===== src/rtl/mem_dato_arbiter.sv =====
// Round-robin arbiter sharing one single-port data memory between the CPU (port 0) and a debug/DMA loader (port 1).
// Define MEMARB_BOUNDS_CHECK_EN to suppress and flag accesses whose address is >= MEM_DEPTH.
module mem_dato_arbiter #(
    parameter int unsigned DATA_W    = 32,
    parameter int unsigned ADDR_W    = 32,
    parameter int unsigned MEM_DEPTH = 32
) (
    input  logic              clk,
    input  logic              rst_n,
    input  logic              Req0,
    input  logic              We0,
    input  logic [ADDR_W-1:0] Addr0,
    input  logic [DATA_W-1:0] WData0,
    output logic              Gnt0,
    output logic              RValid0,
    output logic [DATA_W-1:0] RData0,
    input  logic              Req1,
    input  logic              We1,
    input  logic [ADDR_W-1:0] Addr1,
    input  logic [DATA_W-1:0] WData1,
    output logic              Gnt1,
    output logic              RValid1,
    output logic [DATA_W-1:0] RData1,
    output logic [ADDR_W-1:0] MemAddress,
    output logic [DATA_W-1:0] MemWriteData,
    output logic              MemWrite,
    output logic              MemRead,
    input  logic [DATA_W-1:0] MemRes,
    output logic              AddrErr
);

`ifdef MEMARB_BOUNDS_CHECK_EN
    localparam bit BOUNDS_EN = 1'b1;
`else
    localparam bit BOUNDS_EN = 1'b0;
`endif

    typedef enum logic [1:0] {
        IDLE   = 2'd0,
        ACCESS = 2'd1,
        RESP   = 2'd2
    } state_e;

    state_e              state_q, state_d;
    logic                rr_q, rr_d;       // 0: port 0 wins a tie, 1: port 1 wins a tie
    logic                win_q, win_d;
    logic                we_q, we_d;
    logic                oob_q, oob_d;
    logic                gnt0_q, gnt0_d;
    logic                gnt1_q, gnt1_d;
    logic                mem_rd_q, mem_rd_d;
    logic                mem_wr_q, mem_wr_d;
    logic [ADDR_W-1:0]   mem_addr_q, mem_addr_d;
    logic [DATA_W-1:0]   mem_wdata_q, mem_wdata_d;
    logic                rvalid0_q, rvalid0_d;
    logic                rvalid1_q, rvalid1_d;
    logic [DATA_W-1:0]   rdata0_q, rdata0_d;
    logic [DATA_W-1:0]   rdata1_q, rdata1_d;
    logic                addr_err_q, addr_err_d;

    logic                pick;
    logic                sel_we;
    logic [ADDR_W-1:0]   sel_addr;
    logic [DATA_W-1:0]   sel_wdata;
    logic                sel_oob;

    // Winner selection: a lone requester wins, a tie goes to the round-robin pointer.
    always_comb begin
        pick      = (Req0 && Req1) ? rr_q : Req1;
        sel_we    = pick ? We1 : We0;
        sel_addr  = pick ? Addr1 : Addr0;
        sel_wdata = pick ? WData1 : WData0;
        sel_oob   = BOUNDS_EN && (sel_addr >= ADDR_W'(MEM_DEPTH));
    end

    always_comb begin
        state_d     = state_q;
        rr_d        = rr_q;
        win_d       = win_q;
        we_d        = we_q;
        oob_d       = oob_q;
        mem_addr_d  = mem_addr_q;
        mem_wdata_d = mem_wdata_q;
        rdata0_d    = rdata0_q;
        rdata1_d    = rdata1_q;
        gnt0_d      = 1'b0;
        gnt1_d      = 1'b0;
        mem_rd_d    = 1'b0;
        mem_wr_d    = 1'b0;
        rvalid0_d   = 1'b0;
        rvalid1_d   = 1'b0;
        addr_err_d  = 1'b0;

        unique case (state_q)
            IDLE: begin
                if (Req0 || Req1) begin
                    state_d     = ACCESS;
                    win_d       = pick;
                    rr_d        = ~pick;
                    we_d        = sel_we;
                    oob_d       = sel_oob;
                    mem_addr_d  = sel_addr;
                    mem_wdata_d = sel_wdata;
                    gnt0_d      = ~pick;
                    gnt1_d      = pick;
                    mem_rd_d    = ~sel_we & ~sel_oob;
                    mem_wr_d    = sel_we & ~sel_oob;
                    addr_err_d  = sel_oob;
                end
            end
            ACCESS: begin
                state_d = we_q ? IDLE : RESP;
            end
            RESP: begin
                // Memory output is valid now; capture it for the winning port.
                state_d = IDLE;
                if (win_q) begin
                    rvalid1_d = 1'b1;
                    rdata1_d  = oob_q ? '0 : MemRes;
                end else begin
                    rvalid0_d = 1'b1;
                    rdata0_d  = oob_q ? '0 : MemRes;
                end
            end
            default: begin
                state_d = IDLE;
            end
        endcase
    end

    always_ff @(posedge clk or negedge rst_n) begin
        if (!rst_n) begin
            state_q     <= IDLE;
            rr_q        <= 1'b0;
            win_q       <= 1'b0;
            we_q        <= 1'b0;
            oob_q       <= 1'b0;
            gnt0_q      <= 1'b0;
            gnt1_q      <= 1'b0;
            mem_rd_q    <= 1'b0;
            mem_wr_q    <= 1'b0;
            mem_addr_q  <= '0;
            mem_wdata_q <= '0;
            rvalid0_q   <= 1'b0;
            rvalid1_q   <= 1'b0;
            rdata0_q    <= '0;
            rdata1_q    <= '0;
            addr_err_q  <= 1'b0;
        end else begin
            state_q     <= state_d;
            rr_q        <= rr_d;
            win_q       <= win_d;
            we_q        <= we_d;
            oob_q       <= oob_d;
            gnt0_q      <= gnt0_d;
            gnt1_q      <= gnt1_d;
            mem_rd_q    <= mem_rd_d;
            mem_wr_q    <= mem_wr_d;
            mem_addr_q  <= mem_addr_d;
            mem_wdata_q <= mem_wdata_d;
            rvalid0_q   <= rvalid0_d;
            rvalid1_q   <= rvalid1_d;
            rdata0_q    <= rdata0_d;
            rdata1_q    <= rdata1_d;
            addr_err_q  <= addr_err_d;
        end
    end

    assign Gnt0         = gnt0_q;
    assign Gnt1         = gnt1_q;
    assign RValid0      = rvalid0_q;
    assign RValid1      = rvalid1_q;
    assign RData0       = rdata0_q;
    assign RData1       = rdata1_q;
    assign MemAddress   = mem_addr_q;
    assign MemWriteData = mem_wdata_q;
    assign MemRead      = mem_rd_q;
    assign MemWrite     = mem_wr_q;
    assign AddrErr      = addr_err_q;

endmodule

===== config.mk =====
export PLATFORM = sky130hd
export DESIGN_NAME = mem_dato_arbiter
export DESIGN_NICKNAME = d
export VERILOG_FILES = /design/src/rtl/mem_dato_arbiter.sv
export SDC_FILE = /design/constraint.sdc
export NUM_CORES = 1
export LEC_CHECK = 0
export BUFFER_PORTS_ARGS = -buffer_cell sky130_fd_sc_hd__buf_2
export CORE_AREA = 2 2 118 120
export DETAILED_ROUTE_END_ITERATION = 6
export DIE_AREA = 0 0 120 122
export GPL_TIMING_DRIVEN = 0
export PLACE_DENSITY = 0.82
export SLEW_MARGIN = 20
export SYNTH_ARGS = -nofsm -noshare
export SYNTH_HDL_FRONTEND = slang
export SYNTH_SLANG_ARGS = --single-unit

===== constraint.sdc =====
create_clock -name clk -period 3.6 [get_ports clk]
set_clock_uncertainty 0.05 [all_clocks]
set_input_delay 0.18 -clock clk [delete_from_list [all_inputs] [get_ports clk]]
set_output_delay 0.18 -clock clk [all_outputs]
set_load 0.01 [all_outputs]

==> flow_summary.ini, run 1 <==
[status]
status = finished, final reports clean

[setup_path]
crit_type = reg -> reg
crit_chain = nand2b_1, buf_2, buf_2, buf_2, nand3_1, a31oi_1, dlygate4sd3_1
cp_top_family = buffers and inverters
cp.required_ps = 3890
endpoint_kind = register
crit_arrival_ps = 2610
path_common_cell = buf_2
path_buf_inv = 4
critPathMaxFanout = 10
max_stage_delay_ps = 620
worstSetupStartpointType = register
critPathSlowestCell = dlygate4sd3_1

[global_routing]
grt_pass1_vias = 7060
grt_max_degree = 89
grt_pass1_wl_um = 37000
antenna_found_initial = 1
grtUsageTotal_pct = 32.8
gr-total-overflow = 0

[timing]
rsz0062_at_grt = false
slew_headroom_pct = 61.9
worst_pin_slew_ps = 571
finalCritPeriodShare_pct = 64.4
finalHoldViolCount = 0
fin_setup_tns_ps = 0
setup_viol = 0
fmax_ghz = 0.432
final.min_clock_period_ps = 2320
final_max_slew_viol_count = 0

[clock_network]
insertion_delay_ps = 410
cts_setup_buffers = 0
cts_sinks = 139
hold_buffers = 140
cts_buffer_depth = 2
cts_resized = 0
htreeDepth = 4
cts-root-buf = clkbuf_16
path_clk_slew_ps = 60
cts_tree = done
numCtsBuffers = 17

[finish]
drive_above_1_share_pct = 42.5
final_util_pct = 72.4
syn_to_final_growth_pct = 62.7
nets = 1166
layout_commonest_cell = buf_2
final_cell_mix = buf_2, dlygate4sd3_1, dfrtp_1

[power_and_ir_drop]
p_per_area_nw_per_um2 = 869
power.leakage_nw = 4.50
ir_drop_v = 0.000402

[placement]
io_buffer_count = 298
place_congestion = 0.811
hpwlAfterDp_um = 13600

[floorplanning]
pin_count = 301
core_sq_um = 13500
die_w_um = 120
start_util_pct = 44.5
placementRows = 43
fp.dieH_um = 122
die-area_sq_um = 14600

[routing]
vias = 6765
drc_errors = 0
ant_nets = 0
totalWireLength_um = 23800
avgViaCountPerCell = 5.67
first_pass_iters = 5
routedWlPerCell_um = 19.9
first_iter_violations = 613

[job]
max-cap-violations = 0

[synthesis]
syn_area_per_cell_sq_um = 11.1
ys_top_cells_by_area = dfrtp_1, mux2_2, a31oi_1
syn_nets = 708
yosys_warnings = 0
synth_area_sq_um = 6010
ys_ff_latch = 139
synthCells = 542
yosysTopAreaCell = dfrtp_1
synth_top_area_share_pct = 57.9
ys_types = 28
synth-seq-area-share_pct = 57.9

[worst_hold_path]
hold_path.class = in -> reg
## layer usage
metal  GRT usage (%)  vias to the layer above  wire (um)
li1                -                     2923          -
met1            36.8                     3221       8510
met2            57.1                      511      12200
met3            8.75                      110       2140
met4            17.5                        0        915
met5               0                        -          0
## tightest hold or removal path, stage by stage
cell and delay (ps):
buf_2 100, nand3_1 80, a31oi_1 80
## synthesized netlist by cell type
master	n
buf_6	4
dfrtp_1	139
nand2_1	1
a31oi_1	65
buf_4	5
o21ai_1	10
conb_1	1
nand3_1	65
buf_2	22
mux2_1	1
inv_2	1
or2_2	1
o21ai_0	57
nand2b_1	1
and3_1	1
nand2_2	1
clkbuf_1	26
and2b_1	1
nor2_1	2
a21oi_1	67
mux2_2	63
nand3b_1	1
o2bb2ai_1	1
nor3b_1	1
inv_1	2
nor3b_4	1
or2_4	1
clkbuf_2	1
## worst paths after layout
kind | from | cells after the start | slack [ps] | endpoint
setup / recovery | rr_q$_DFFE_PN0P_ | 7 | 1280 | MemWriteData[18]$_DFFE_PN0P_
hold / removal | Addr1[10] | 3 | 20 | MemAddress[10]$_DFFE_PN0P_
setup reg to reg | rr_q$_DFFE_PN0P_ | 7 | 1280 | MemWriteData[18]$_DFFE_PN0P_
hold reg to reg | we_q$_DFFE_PN0P_ | 1 | 450 | state_q[1]$_DFFE_PN0P_
max in group asynchronous | rst_n | 3 | 2520 | state_q[0]$_DFFE_PN0P_
min in group asynchronous | rst_n | 2 | 220 | MemAddress[23]$_DFFE_PN0P_
## report_power, final
group | total [mW] | leakage, nW | switching [mW] | internal (mW)
registers | 2.82 | 1.62 | 0.466 | 2.35
clock network | 1.81 | 0.291 | 0.730 | 1.08
logic | 3.87 | 2.59 | 1.99 | 1.87
## per-stage QoR
step	setup slack (ps)	hold slack [ps]	total power [mW]	area, sq um	std cells
global placement	393	364	5.77	7720	1020
CTS	1360	0.614	8.28	9770	1193
finish	1280	18.0	8.49	9780	1194
detailed placement	1870	69.6	5.89	7760	1021
global route	1180	13.4	8.94	9780	1194
floorplan	2190	-166	4.53	6010	542
## kinds of logic after synthesis
group | synth area share (%)
flops | 57.9
other cells | 0.0624
simple gates | 6.85
buf+inv | 5.10
compound gates | 18.1
mux | 12.0
## flip-flops by register name (all words and copies together) (netlist names)
| register | count |
|---|---|
| Gnt1 | 1 |
| win_q | 1 |
| RValid0 | 1 |
| we_q | 1 |
| RData0 | 32 |
| RData1 | 32 |
| state_q | 2 |
| MemAddress | 32 |
| MemRead | 1 |
| MemWriteData | 32 |
| RValid1 | 1 |
| rr_q | 1 |
| MemWrite | 1 |
| Gnt0 | 1 |
## area by class of cell
cell class                 instances  area, sq um
fill                             897         3730
clock inverter                    13          158
sequential                       139         3480
multi-input combinational        342         2220
clock buffer                      19          453
tap                              180          225
inverter                           3         11.3
buffer                            58          295
antenna                            1         2.50
timing repair buffer             439         2930
Note: power is estimated with default switching activity, not from simulation.
==> run 2, diff against run 1 <==
Settings changed: CORE_AREA 2 2 118 120 to 2 2 125 127, DIE_AREA 0 0 120 122 to 0 0 127 129, PLACE_DENSITY 0.82 to 0.77.
Clock period 3.6 ns to 1.9 ns, I/O delays scaled along.
==> run 2 against run 1 <==
  * Wire length shrank 0.25%
  * Critical endpoint unchanged
  * Clock power grew 88%
  * Core utilization shrank 5.6 points
  * Die area grew 12%
  * Register-to-register slack lost 1100 ps
  * Sequential power grew 89%
  * Clock-buffer cell count shrank 2
  * Fmax grew 32%
==> flow_summary.ini, run 2 (same netlist as run 1, synthesis figures left out) <==
[setup_path]
critPathMaxFanout = 10
crit_arrival_ps = 2020
critPathSlowestCell = dfrtp_1
cp_top_family = buffers and inverters
crit_type = reg -> reg
endpoint_kind = register
path_buf_inv = 3
cp.required_ps = 2170
crit_chain = nand2b_1, buf_2, buf_2, buf_2, nand3_1, a31oi_1
worstSetupStartpointType = register
path_common_cell = buf_2
max_stage_delay_ps = 380

[floorplanning]
core_sq_um = 15000
die-area_sq_um = 16400
start_util_pct = 40.1
placementRows = 45
fp.dieH_um = 129
pin_count = 301
die_w_um = 127

[routing]
routedWlPerCell_um = 19.4
vias = 6712
ant_nets = 0
first_pass_iters = 7
first_iter_violations = 542
totalWireLength_um = 23700
avgViaCountPerCell = 5.48
drc_errors = 0

[clock_network]
htreeDepth = 4
cts_sinks = 139
cts_buffer_depth = 2
path_clk_slew_ps = 60
cts_tree = done
numCtsBuffers = 17
insertion_delay_ps = 410
cts-root-buf = clkbuf_16
cts_resized = 0

[power_and_ir_drop]
power.leakage_nw = 4.62
p_per_area_nw_per_um2 = 1510
ir_drop_v = 0.000746

[status]
status = finished, final reports clean

[timing]
finalHoldViolCount = 0
setup_ws_ps = 143
finalCritPeriodShare_pct = 92.4
fin_setup_tns_ps = 0
rsz0062_at_grt = false
worst_pin_slew_ps = 551
timing.hold.ws_ps = 141
setup_viol = 0
slew_headroom_pct = 63.3
final_max_slew_viol_count = 0
final.min_clock_period_ps = 1760
fmax_ghz = 0.569

[global_routing]
grt_pass1_wl_um = 36900
gr-total-overflow = 0
grt_max_degree = 83
grt_pass1_vias = 7082
antenna_found_initial = 1
grtUsageTotal_pct = 28.7

[placement]
place_congestion = 0.848
io_buffer_count = 298
hpwlAfterDp_um = 14000
place_ws_ps = 175

[finish]
antennaDiodeCount = 0
layout_commonest_cell = buf_2
final_util_pct = 66.8
syn_to_final_growth_pct = 66.5
final_cell_mix = buf_2, dlygate4sd3_1, dfrtp_1
nets = 1189
drive_above_1_share_pct = 41.6

[job]
max-cap-violations = 0

[worst_hold_path]
hold_path.class = in -> reg
## run 2: worst paths after layout
path | startpoint | end | slack, ps | depth (start not counted)
setup / recovery | rr_q$_DFFE_PN0P_ | MemWriteData[18]$_DFFE_PN0P_ | 140 | 6
hold / removal | Req0 | MemWrite$_DFF_PN0_ | 140 | 4
setup reg to reg | rr_q$_DFFE_PN0P_ | MemWriteData[18]$_DFFE_PN0P_ | 140 | 6
hold reg to reg | we_q$_DFFE_PN0P_ | state_q[1]$_DFFE_PN0P_ | 440 | 1
max in group asynchronous | rst_n | MemAddress[9]$_DFFE_PN0P_ | 880 | 3
min in group asynchronous | rst_n | RData1[22]$_DFFE_PN0P_ | 160 | 2
## run 2: layer usage
metal	up-vias	track usage [%]	part of all wire, %
met2	452	48.9	49
met3	108	6.90	8.0
met4	2	15.0	4.4
met1	3184	33.8	38
li1	2966	-	-
met5	-	0	0.055
## run 2: worst min-delay path, stage by stage
cell and delay [ps]:
buf_2 110, or2_4 130, nand2_2 100, a21oi_1 130
## run 2: what timing repair did
item,4_1_cts,5_1_grt
endpoints found under the hold margin,187,0
hold buffers,163,0
buffers inserted,0,0
## run 2: layout make-up
cell class	instances	area, sq um
clock buffers	17	425
inverters	3	11.3
clock inverters	15	175
flip-flops and latches	139	3480
multi-input cells	342	2220
plain buffers	58	295
fillers	1047	4970
repair buffers	462	3160
well taps	188	235
## run 2: power by group
| group | internal [mW] | switching [mW] |
|---|---|---|
| logic | 2.83 | 3.51 |
| clock network | 1.99 | 1.42 |
| registers | 4.46 | 0.868 |
## run 2: stage by stage
stage,instances,area [sq um],power [mW]
floorplan,542,6010,8.58
global placement,1028,7730,11.0
detailed placement,1029,7770,11.2
CTS,1224,10000,14.8
global route,1224,10000,15.9
finish,1224,10000,15.1
